**config.mk**
```make
export PLATFORM = sky130hd
export DESIGN_NAME = td4_chan_mux_flat
export DESIGN_NICKNAME = d
export VERILOG_FILES = /design/src/rtl/td4_chan_mux_pkg.sv /design/src/rtl/td4_chan_mux_if.sv /design/src/rtl/td4_chan_mux_dwell_counter.sv /design/src/rtl/td4_chan_mux.sv /design/src/flat_wrapper.sv
export SDC_FILE = /design/constraint.sdc
export NUM_CORES = 1
export LEC_CHECK = 0
export ABC_AREA = 1
export CAP_MARGIN = 20
export CORE_UTILIZATION = 37
export CTS_BUF_LIST = sky130_fd_sc_hd__clkbuf_8
export DETAILED_ROUTE_END_ITERATION = 12
export GPL_ROUTABILITY_DRIVEN = 1
export PLACE_DENSITY_LB_ADDON = 0.2
export SKIP_CTS_REPAIR_TIMING = 1
export SLEW_MARGIN = 20
export SYNTH_ARGS = -nofsm -noshare
export SYNTH_HDL_FRONTEND = slang
export SYNTH_SLANG_ARGS = --single-unit
```
**constraint.sdc**
```tcl
create_clock -name clk -period 1.25 [get_ports clk]
set_clock_uncertainty 0.15 [all_clocks]
set_input_delay 0.25 -clock clk [delete_from_list [all_inputs] [get_ports clk]]
set_output_delay 0.25 -clock clk [all_outputs]
set_load 0.1 [all_outputs]
```
**src/rtl/td4_chan_mux_pkg.sv**
```systemverilog
// Shared types and helpers for the TD4 channel selector.
// Holds the controller state encoding, the mode encodings and a select-width helper.
package td4_mux_pkg;

  typedef enum logic [1:0] {
    IDLE   = 2'd0,
    DIRECT = 2'd1,
    SCAN   = 2'd2
  } state_e;

  localparam logic MODE_DIRECT = 1'b0;
  localparam logic MODE_SCAN   = 1'b1;

  // Width needed to index n items, never narrower than one bit.
  function automatic int clog2_min1(input int n);
    return (n <= 2) ? 1 : $clog2(n);
  endfunction

endpackage

```
**src/rtl/td4_chan_mux_if.sv**
```systemverilog
// Data/control bundle between a TD4 channel source/sink and td4_chan_mux.
// The master drives channel data and controls; the slave (the selector) drives the outputs.
interface td4_chan_mux_if #(
  parameter int WIDTH    = 4,
  parameter int CHANNELS = 4
);
  import td4_mux_pkg::*;

  localparam int SEL_W = clog2_min1(CHANNELS);

  logic [CHANNELS*WIDTH-1:0] data_in;
  logic [SEL_W-1:0]          sel_in;
  logic                      mode;
  logic                      load_sel;
  logic                      hold;
  logic [WIDTH-1:0]          out;
  logic [SEL_W-1:0]          out_sel;
  logic                      out_valid;
  logic                      wrap;

  modport master (
    output data_in, sel_in, mode, load_sel, hold,
    input  out, out_sel, out_valid, wrap
  );

  modport slave (
    input  data_in, sel_in, mode, load_sel, hold,
    output out, out_sel, out_valid, wrap
  );

endinterface

```
**src/rtl/td4_chan_mux_dwell_counter.sv**
```systemverilog
// Dwell timer for scan mode: counts 0..DWELL-1 while enabled and raises tick
// on the terminal count, in the same cycle the count wraps back to zero.
module td4_dwell_counter
  import td4_mux_pkg::*;
#(
  parameter int DWELL = 1
) (
  input  logic clk,
  input  logic reset,
  input  logic en,
  input  logic clear,
  output logic tick
);

  localparam int CW = clog2_min1(DWELL);
  localparam logic [CW-1:0] LAST = CW'(DWELL - 1);

  logic [CW-1:0] cnt_q, cnt_d;

  assign tick = en && !clear && (cnt_q == LAST);

  // NOTE: every combinationally assigned signal gets a default first so no path leaves it unassigned (no latch).
  always_comb begin
    cnt_d = cnt_q;
    if (clear) begin
      cnt_d = '0;
    end else if (en) begin
      cnt_d = tick ? '0 : cnt_q + CW'(1);
    end
  end

  // NOTE: state registers use non-blocking assignment so all flops update together at the edge.
  always_ff @(posedge clk) begin
    if (reset) begin
      cnt_q <= '0;
    end else begin
      cnt_q <= cnt_d;
    end
  end

endmodule

```
**src/rtl/td4_chan_mux.sv**
```systemverilog
// Registered N-channel selector with direct select and auto-scan modes.
// Outputs carry data, source channel, an in-range flag and a wrap pulse.
module td4_chan_mux
  import td4_mux_pkg::*;
#(
  parameter int WIDTH    = 4,
  parameter int CHANNELS = 4,
  parameter int DWELL    = 1
) (
  input logic           clk,
  input logic           reset,
  td4_chan_mux_if.slave bus
);

  localparam int SEL_W = clog2_min1(CHANNELS);
  localparam logic [SEL_W-1:0] LAST_CH = SEL_W'(CHANNELS - 1);

  state_e           state_q, state_d;
  logic [SEL_W-1:0] ptr_q, ptr_d;
  logic [SEL_W-1:0] out_sel_q, out_sel_d;
  logic [WIDTH-1:0] out_q, out_d;
  logic             valid_q, valid_d;
  logic             wrap_q, wrap_d;
  logic             wrap_pend_q, wrap_pend_d;

  logic [SEL_W-1:0] idx;
  logic [WIDTH-1:0] chan_data;
  logic             chan_ok;
  logic             run_direct, run_scan, dwell_tick;

  assign run_direct = !bus.hold && (bus.mode == MODE_DIRECT);
  assign run_scan   = !bus.hold && (bus.mode == MODE_SCAN);

  // Direct mode and a scan reload both take the channel from sel_in.
  assign idx = ((bus.mode == MODE_DIRECT) || bus.load_sel) ? bus.sel_in : ptr_q;

  td4_dwell_counter #(.DWELL(DWELL)) u_dwell (
    .clk   (clk),
    .reset (reset),
    .en    (run_scan && !bus.load_sel),
    .clear (run_direct || (run_scan && bus.load_sel)),
    .tick  (dwell_tick)
  );

  // Indices past the last channel yield zero data and chan_ok low.
  always_comb begin
    chan_data = '0;
    chan_ok   = 1'b0;
    for (int k = 0; k < CHANNELS; k++) begin
      if (idx == SEL_W'(k)) begin
        chan_data = bus.data_in[k*WIDTH +: WIDTH];
        chan_ok   = 1'b1;
      end
    end
  end

  always_comb begin
    state_d     = state_q;
    ptr_d       = ptr_q;
    wrap_pend_d = wrap_pend_q;
    wrap_d      = 1'b0;
    out_d       = out_q;
    out_sel_d   = out_sel_q;
    valid_d     = valid_q;

    if (!bus.hold) begin
      state_d     = (bus.mode == MODE_SCAN) ? SCAN : DIRECT;
      out_d       = chan_data;
      out_sel_d   = idx;
      valid_d     = chan_ok;
      wrap_pend_d = 1'b0;
      if (run_direct || bus.load_sel) begin
        ptr_d = bus.sel_in;
      end else begin
        // The wrap pulse accompanies the first output taken from channel 0.
        wrap_d = wrap_pend_q;
        if (dwell_tick) begin
          if (ptr_q >= LAST_CH) begin
            ptr_d       = '0;
            wrap_pend_d = 1'b1;
          end else begin
            ptr_d = ptr_q + SEL_W'(1);
          end
        end
      end
    end
  end

  always_ff @(posedge clk) begin
    if (reset) begin
      state_q     <= IDLE;
      ptr_q       <= '0;
      wrap_pend_q <= 1'b0;
      wrap_q      <= 1'b0;
      out_q       <= '0;
      out_sel_q   <= '0;
      valid_q     <= 1'b0;
    end else begin
      state_q     <= state_d;
      ptr_q       <= ptr_d;
      wrap_pend_q <= wrap_pend_d;
      wrap_q      <= wrap_d;
      out_q       <= out_d;
      out_sel_q   <= out_sel_d;
      valid_q     <= valid_d;
    end
  end

  assign bus.out       = out_q;
  assign bus.out_sel   = out_sel_q;
  assign bus.out_valid = valid_q;
  assign bus.wrap      = wrap_q;

endmodule

```
**src/flat_wrapper.sv**
```systemverilog
// flat-port wrapper written by rule: the top's interface ports become plain ports
module td4_chan_mux_flat import td4_mux_pkg::*;
#(
  parameter int WIDTH    = 4,
  parameter int CHANNELS = 4,
  parameter int DWELL    = 1
)
  (clk, reset, bus_data_in, bus_sel_in, bus_mode, bus_load_sel, bus_hold, bus_out, bus_out_sel, bus_out_valid, bus_wrap);
  td4_chan_mux_if #(.WIDTH(WIDTH), .CHANNELS(CHANNELS)) bus_i ();
  input logic clk;
  input logic reset;
  input wire logic [$bits(bus_i.data_in)-1:0] bus_data_in;
  input wire logic [$bits(bus_i.sel_in)-1:0] bus_sel_in;
  input wire logic [$bits(bus_i.mode)-1:0] bus_mode;
  input wire logic [$bits(bus_i.load_sel)-1:0] bus_load_sel;
  input wire logic [$bits(bus_i.hold)-1:0] bus_hold;
  output wire logic [$bits(bus_i.out)-1:0] bus_out;
  output wire logic [$bits(bus_i.out_sel)-1:0] bus_out_sel;
  output wire logic [$bits(bus_i.out_valid)-1:0] bus_out_valid;
  output wire logic [$bits(bus_i.wrap)-1:0] bus_wrap;
  assign bus_i.data_in = bus_data_in;
  assign bus_i.sel_in = bus_sel_in;
  assign bus_i.mode = bus_mode;
  assign bus_i.load_sel = bus_load_sel;
  assign bus_i.hold = bus_hold;
  assign bus_out = bus_i.out;
  assign bus_out_sel = bus_i.out_sel;
  assign bus_out_valid = bus_i.out_valid;
  assign bus_wrap = bus_i.wrap;
  td4_chan_mux #(.WIDTH(WIDTH), .CHANNELS(CHANNELS), .DWELL(DWELL)) u_core (.clk(clk), .reset(reset), .bus(bus_i));
endmodule
```
Word level (Yosys, flattened, before mapping)
Index checks and enable logic that the tools add are counted.
Widths: inputs -> output; s select.
{"block": "word_totals", "register_bits": 12, "in_bits": 23, "elab_cells": 49}
{"block": "classes", "n_addsub": 2, "n_lt_le_gt_ge": 1, "eq_ne": 3, "n_mux": 16, "n_bitwise": 3, "n_reduce_logical": 17}
{"operator": "$mux 4", "n": 4}
{"operator": "$mux 1", "n": 8}
{"operator": "$mux 2", "n": 4}
{"operator": "$logic_and 1x1->1", "n": 6}
{"operator": "$eq 2x2->1 const B", "n": 2}
{"operator": "$logic_not 1->1", "n": 3}
{"operator": "$logic_or 1x1->1", "n": 3}
{"operator": "$not 1->1", "n": 3}
{"operator": "$reduce_or 3->1", "n": 1}
{"operator": "$add 2x1->2 const B", "n": 1}
{"operator": "$eq 2x1->1 const B", "n": 1}
{"operator": "$ge 2x2->1 const B", "n": 1}
{"operator": "$logic_not 2->1", "n": 1}
{"operator": "$reduce_and 2->1", "n": 1}
{"operator": "$reduce_bool 2->1", "n": 1}
{"operator": "$reduce_or 2->1", "n": 1}
{"operator": "$add 1x1->1 const B", "n": 1}

Depth between registers and ports, before layout
{"block": "depth", "word_depth": 9, "depth_mapped": 9}

By module
A second synthesis with hierarchy kept.
{"block": "unflattened", "cells_unflattened": 106, "area_unflattened_um2": 713.2}
{"mod": "td4_chan_mux", "n_inst": 1, "cells_each": 97, "area_per_inst_um2": 663.1}
{"mod": "td4_dwell_counter", "n_inst": 1, "cells_each": 9, "area_per_inst_um2": 50.0}

Least setup slack after synthesis
OpenSTA, ideal clock, no wires.
{"block": "synth_timing", "path_kind": "register to register", "from": "register, netlist name u_core.bus.out[0]", "to": "register u_core.out_q[0] (netlist: u_core.bus.out[0])", "setup_time_ps": 65, "arrival_ps": 1234, "required_time_ps": 1035, "path_slack_ps": -199, "stages_incl_launch_ff": 3, "n_path_buf": 0, "cell_sequence": "dfxtp_1 o21ai_0 nor2_1"}
{"element": "end signal: assignment", "line": "td4_chan_mux.sv:103", "source": "out_q <= out_d;"}
{"element": "end: declaration", "line": "td4_chan_mux.sv:21", "source": "logic [WIDTH-1:0] out_q, out_d;"}

Worst setup path in the final report
{"block": "layout_timing", "from": "register u_core.ptr_q[0]", "to": "register u_core.out_q[0] (netlist: u_core.bus.out[0])"}
{"block": "layout_via", "elab_chain_cells": 6, "elab_cells_between_ends": 9}
{"element": "start: declaration", "line": "td4_chan_mux.sv:19", "source": "logic [SEL_W-1:0] ptr_q, ptr_d;"}
{"element": "start signal: assignment", "line": "td4_chan_mux.sv:100", "source": "ptr_q <= ptr_d;"}
{"element": "$mux 2 *", "line": "td4_chan_mux.sv:35", "source": "assign idx = ((bus.mode == MODE_DIRECT) || bus.load_sel) ? bus.sel_in : ptr_q;"}
{"element": "$logic_not 2->1", "line": "td4_chan_mux.sv:50", "source": "if (idx == SEL_W'(k)) begin"}
{"element": "$mux 4 (3 in series)", "line": "td4_chan_mux.sv:50"}
{"element": "$mux 4 *", "line": "td4_chan_mux.sv:50"}
Mark *: on every way between the ends. The rest lies on a longest branch, timed or not.
A chain may end at the register's enable or synchronous reset.

==> results.md <==
- Layout cell share with drive strength beyond 1: 0.4122
- Area post-placement: 0.001174 mm²
- Avg WL per Cell: 12.50 µm
- Die height: 44.54 µm
- Sw frac: 0.3321
- Status: finished clean
- Num CTS Buffers: 3
- Nets@finish: 173
- H-tree levels: 1
- Starting DRC count in detailed routing: 14
- Rel. slew slack: 0.8424
- R2r startpoint: u_core.ptr_q[0]
- Top FF cell, synth: dfxtp_1
- Final Cell Area: 0.001321 mm²
- Most frequent cell on the critical path: nand3_1
- Total die area: 0.001983 mm²
- # port buffers: 30
- Root Driver: clkbuf_8
- Hpwl dp: 1.510 mm
- Number of buffers and inverters on the critical path: 1
- Yosys reg bits: 12
- Total global routing track utilization: 0.2125
- Total grt overflow: 0
- Initial antenna violation count: 0
- Comb power frac: 0.364
- Crit. End Element: flop
- Vias in the first global route: 775
- Antenna diode count: 0
- Final setup vio count: 0
- Final Cycle Share: 0.9665
- Reg-to-reg endpoint: u_core.bus.out[0]
- Placed Cells: 165
- DRT antenna net count: 0
- Hold Path Depth: 3
- Met2 capacity usage during global routing: 0.3794
- Synth area leader: dfxtp_1
- Worst vdd ir: 0.0008549 V
- Vias post-DR: 835
- Internal power: 907.1 µW
- Hold Violations, Final: 0
- Cell area power density: 1028 mW/mm²
- F_max: 827.7 MHz
- CTS tree: yes
- Hold path start: bus_hold
- Post-route DRC violation count: 0
- Largest net degree at the start of global routing: 10
- Worst path max stage delay: 0.37 ns
- Period minus WS final: 1.208 ns
- Clk slew on worst S/H paths: 0.06 ns
- Num ports: 31
- Pre-antenna DRT Iters: 4
- Final GP Congestion: 0.7735
- Hold Path End: u_core.wrap_pend_q
- Syn nets: 123
- Hold crit path type: primary input to flop
- Max-slew violation count: 0
- GR Layer Usage met1: 0.2469
- Largest fanout on the critical path: 6
- Syn Inst Count: 99
- Worst-Margin Slew: 0.2339 ns
- Sequential power share: 0.323
- Initial Util: 0.3919
- Vias per cell: 4.827
- Core area: 0.001708 mm²
- Seq/Total Area, Yosys: 0.3589
- Clock power share: 0.312
- Worst Reg-to-Reg Cells: 7
- Top post-synthesis cells by count: 22 x nand2_1, 18 x nand3_1, 13 x inv_1, 12 x dfxtp_1
- Switching power: 451.0 µW
- Critical path launch point type: flop
- R2r setup slk: 0.04 ns
- Row cnt: 15
- Area contributors post-synth: dfxtp_1 36%, nand3_1 13%, nand2_1 12%
- GRT Max-Usage Layer: met2
- Kind of critical path: flop to flop
- RSZ-0062 raised after global routing: yes
- Post-synth EDFFs: 0
- Finished Layout Cells: 173
- Yosys warns: 0
- Crit-path leading delay family: simple AND/OR/NAND/NOR gates
- WP data required: 1.23 ns
- First-pass GRT wire length: 3.105 mm
- Most common cell in the netlist: nand2_1
- Bufs on Longest Clock Path: 2
- Post-Syn Area per Cell: 6.762 µm²
- CTS Sinks: 12
- LEAKAGE: 0.6357 nW
- Cell breakdown of the critical path: inv_2, nand3_1, nand2_2, nand3_1, nand3_1, nor2_1, nor2_1
- Max-Cap Viols: 0
- Yosys top cell area share: 0.3589
- Routed WL: 2.162 mm
- Post-Synthesis Cell Area: 669.4 µm²
- Area grow syn2layout: 97.38%
- Clk_lat worst skew: 0.24 ns
- Met3 usage: 0.06122
- Share of async-settable or async-resettable flops after synthesis: 0
- Critical path's slowest cell: dfxtp_4
- Critical path arrival: 1.19 ns
- Die width: 44.54 µm
- Post-synthesis cell type count: 19
[power groups by stage]
stage | registers (mW) | clock network, mW | logic, mW
3_3_place_gp | 0.444 | 0 | 0.450
3_5_place_dp | 0.445 | 0 | 0.456
5_1_grt | 0.442 | 0.446 | 0.525
2_1_floorplan | 0.565 | 0 | 0.117
6_report | 0.439 | 0.424 | 0.495
4_1_cts | 0.437 | 0.430 | 0.459
[worst max-delay path by stage]
stage                     slack [ns]  cells past startpoint            start                end
after global placement         -0.47                      8         bus_mode  u_core.bus.out[3]
after floorplan                 0.11                      7  u_core.ptr_q[0]  u_core.bus.out[2]
final                           0.04                      7  u_core.ptr_q[0]  u_core.bus.out[0]
after detailed placement       -0.53                      8         bus_mode  u_core.bus.out[3]
after CTS                      -0.28                      8         bus_mode  u_core.bus.out[3]
after global routing           -0.03                      7  u_core.ptr_q[0]  u_core.bus.out[2]
[worst min-delay path, delay by kind of cell]
family,cells,cell delay [ns]
buffers and inverters,1,0.14
and+or+nand+nor,1,0.10
AOI/OAI and AO/OA,1,0.05
[final cells by class]
cell class                 count  area (µm²)
inverter                      14       52.55
tap                           25       31.28
fill                         117       386.6
multi-input combinational     73       430.4
sequential                    12       257.7
clock buffer                   4       55.05
timing repair buffer          45       494.2
[metal layers]
layer,up-vias,routed length [µm]
li1,425,-
met1,378,888
met2,26,1119
met3,6,122
met4,0,31
met5,-,0
[stage by stage]
stage               TNS [ns]  hold slack, ns  total power [mW]    util  setup slack [ns]
CTS                   -1.856          0.3127             1.327  0.7194           -0.2832
global placement      -4.088          0.2954            0.8937  0.6872           -0.4671
floorplan                  0          0.1776            0.6818       -            0.1060
finish                     0          0.1919             1.358  0.7736           0.04188
global route         -0.1130          0.2295             1.413  0.7736          -0.03431
detailed placement    -4.420          0.3009            0.9013  0.6872           -0.5347
[state kept, by name, summed over array words and instances, names as in the netlist]
| register | cells |
|---|---|
| u_core.ptr_q | 2 |
| u_core.bus.out | 4 |
| u_core.bus.wrap | 1 |
| u_core.u_dwell.cnt_q | 1 |
| u_core.bus.out_valid | 1 |
| u_core.wrap_pend_q | 1 |
| u_core.bus.out_sel | 2 |
[layout by cell type, fill, tap and decap left out, drive strengths merged]
cell,count
dlymetal6s2s,3
buf,23
o41ai,1
clkbuf,6
o21ai,11
nor2,8
o211ai,1
nand3,18
inv,14
nand2,28
nor3,1
nand3b,1
and3,1
ha,1
clkdlybuf4s50,17
a21oi,2
dfxtp,12
[kinds of logic (layout without fill, tap and decap cells)]
group                    after synthesis  in the layout  share of synthesized area
AND/OR/NAND/NOR                       57             57                     0.4168
AO/OA/AOI/OAI                         15             15                     0.1271
buffers and inverters                 14             63                    0.07850
flip-flops                            12             12                     0.3589
adder cells (fa/ha/maj)                1              1                    0.01869
Note: power is estimated with default switching activity, not from simulation.
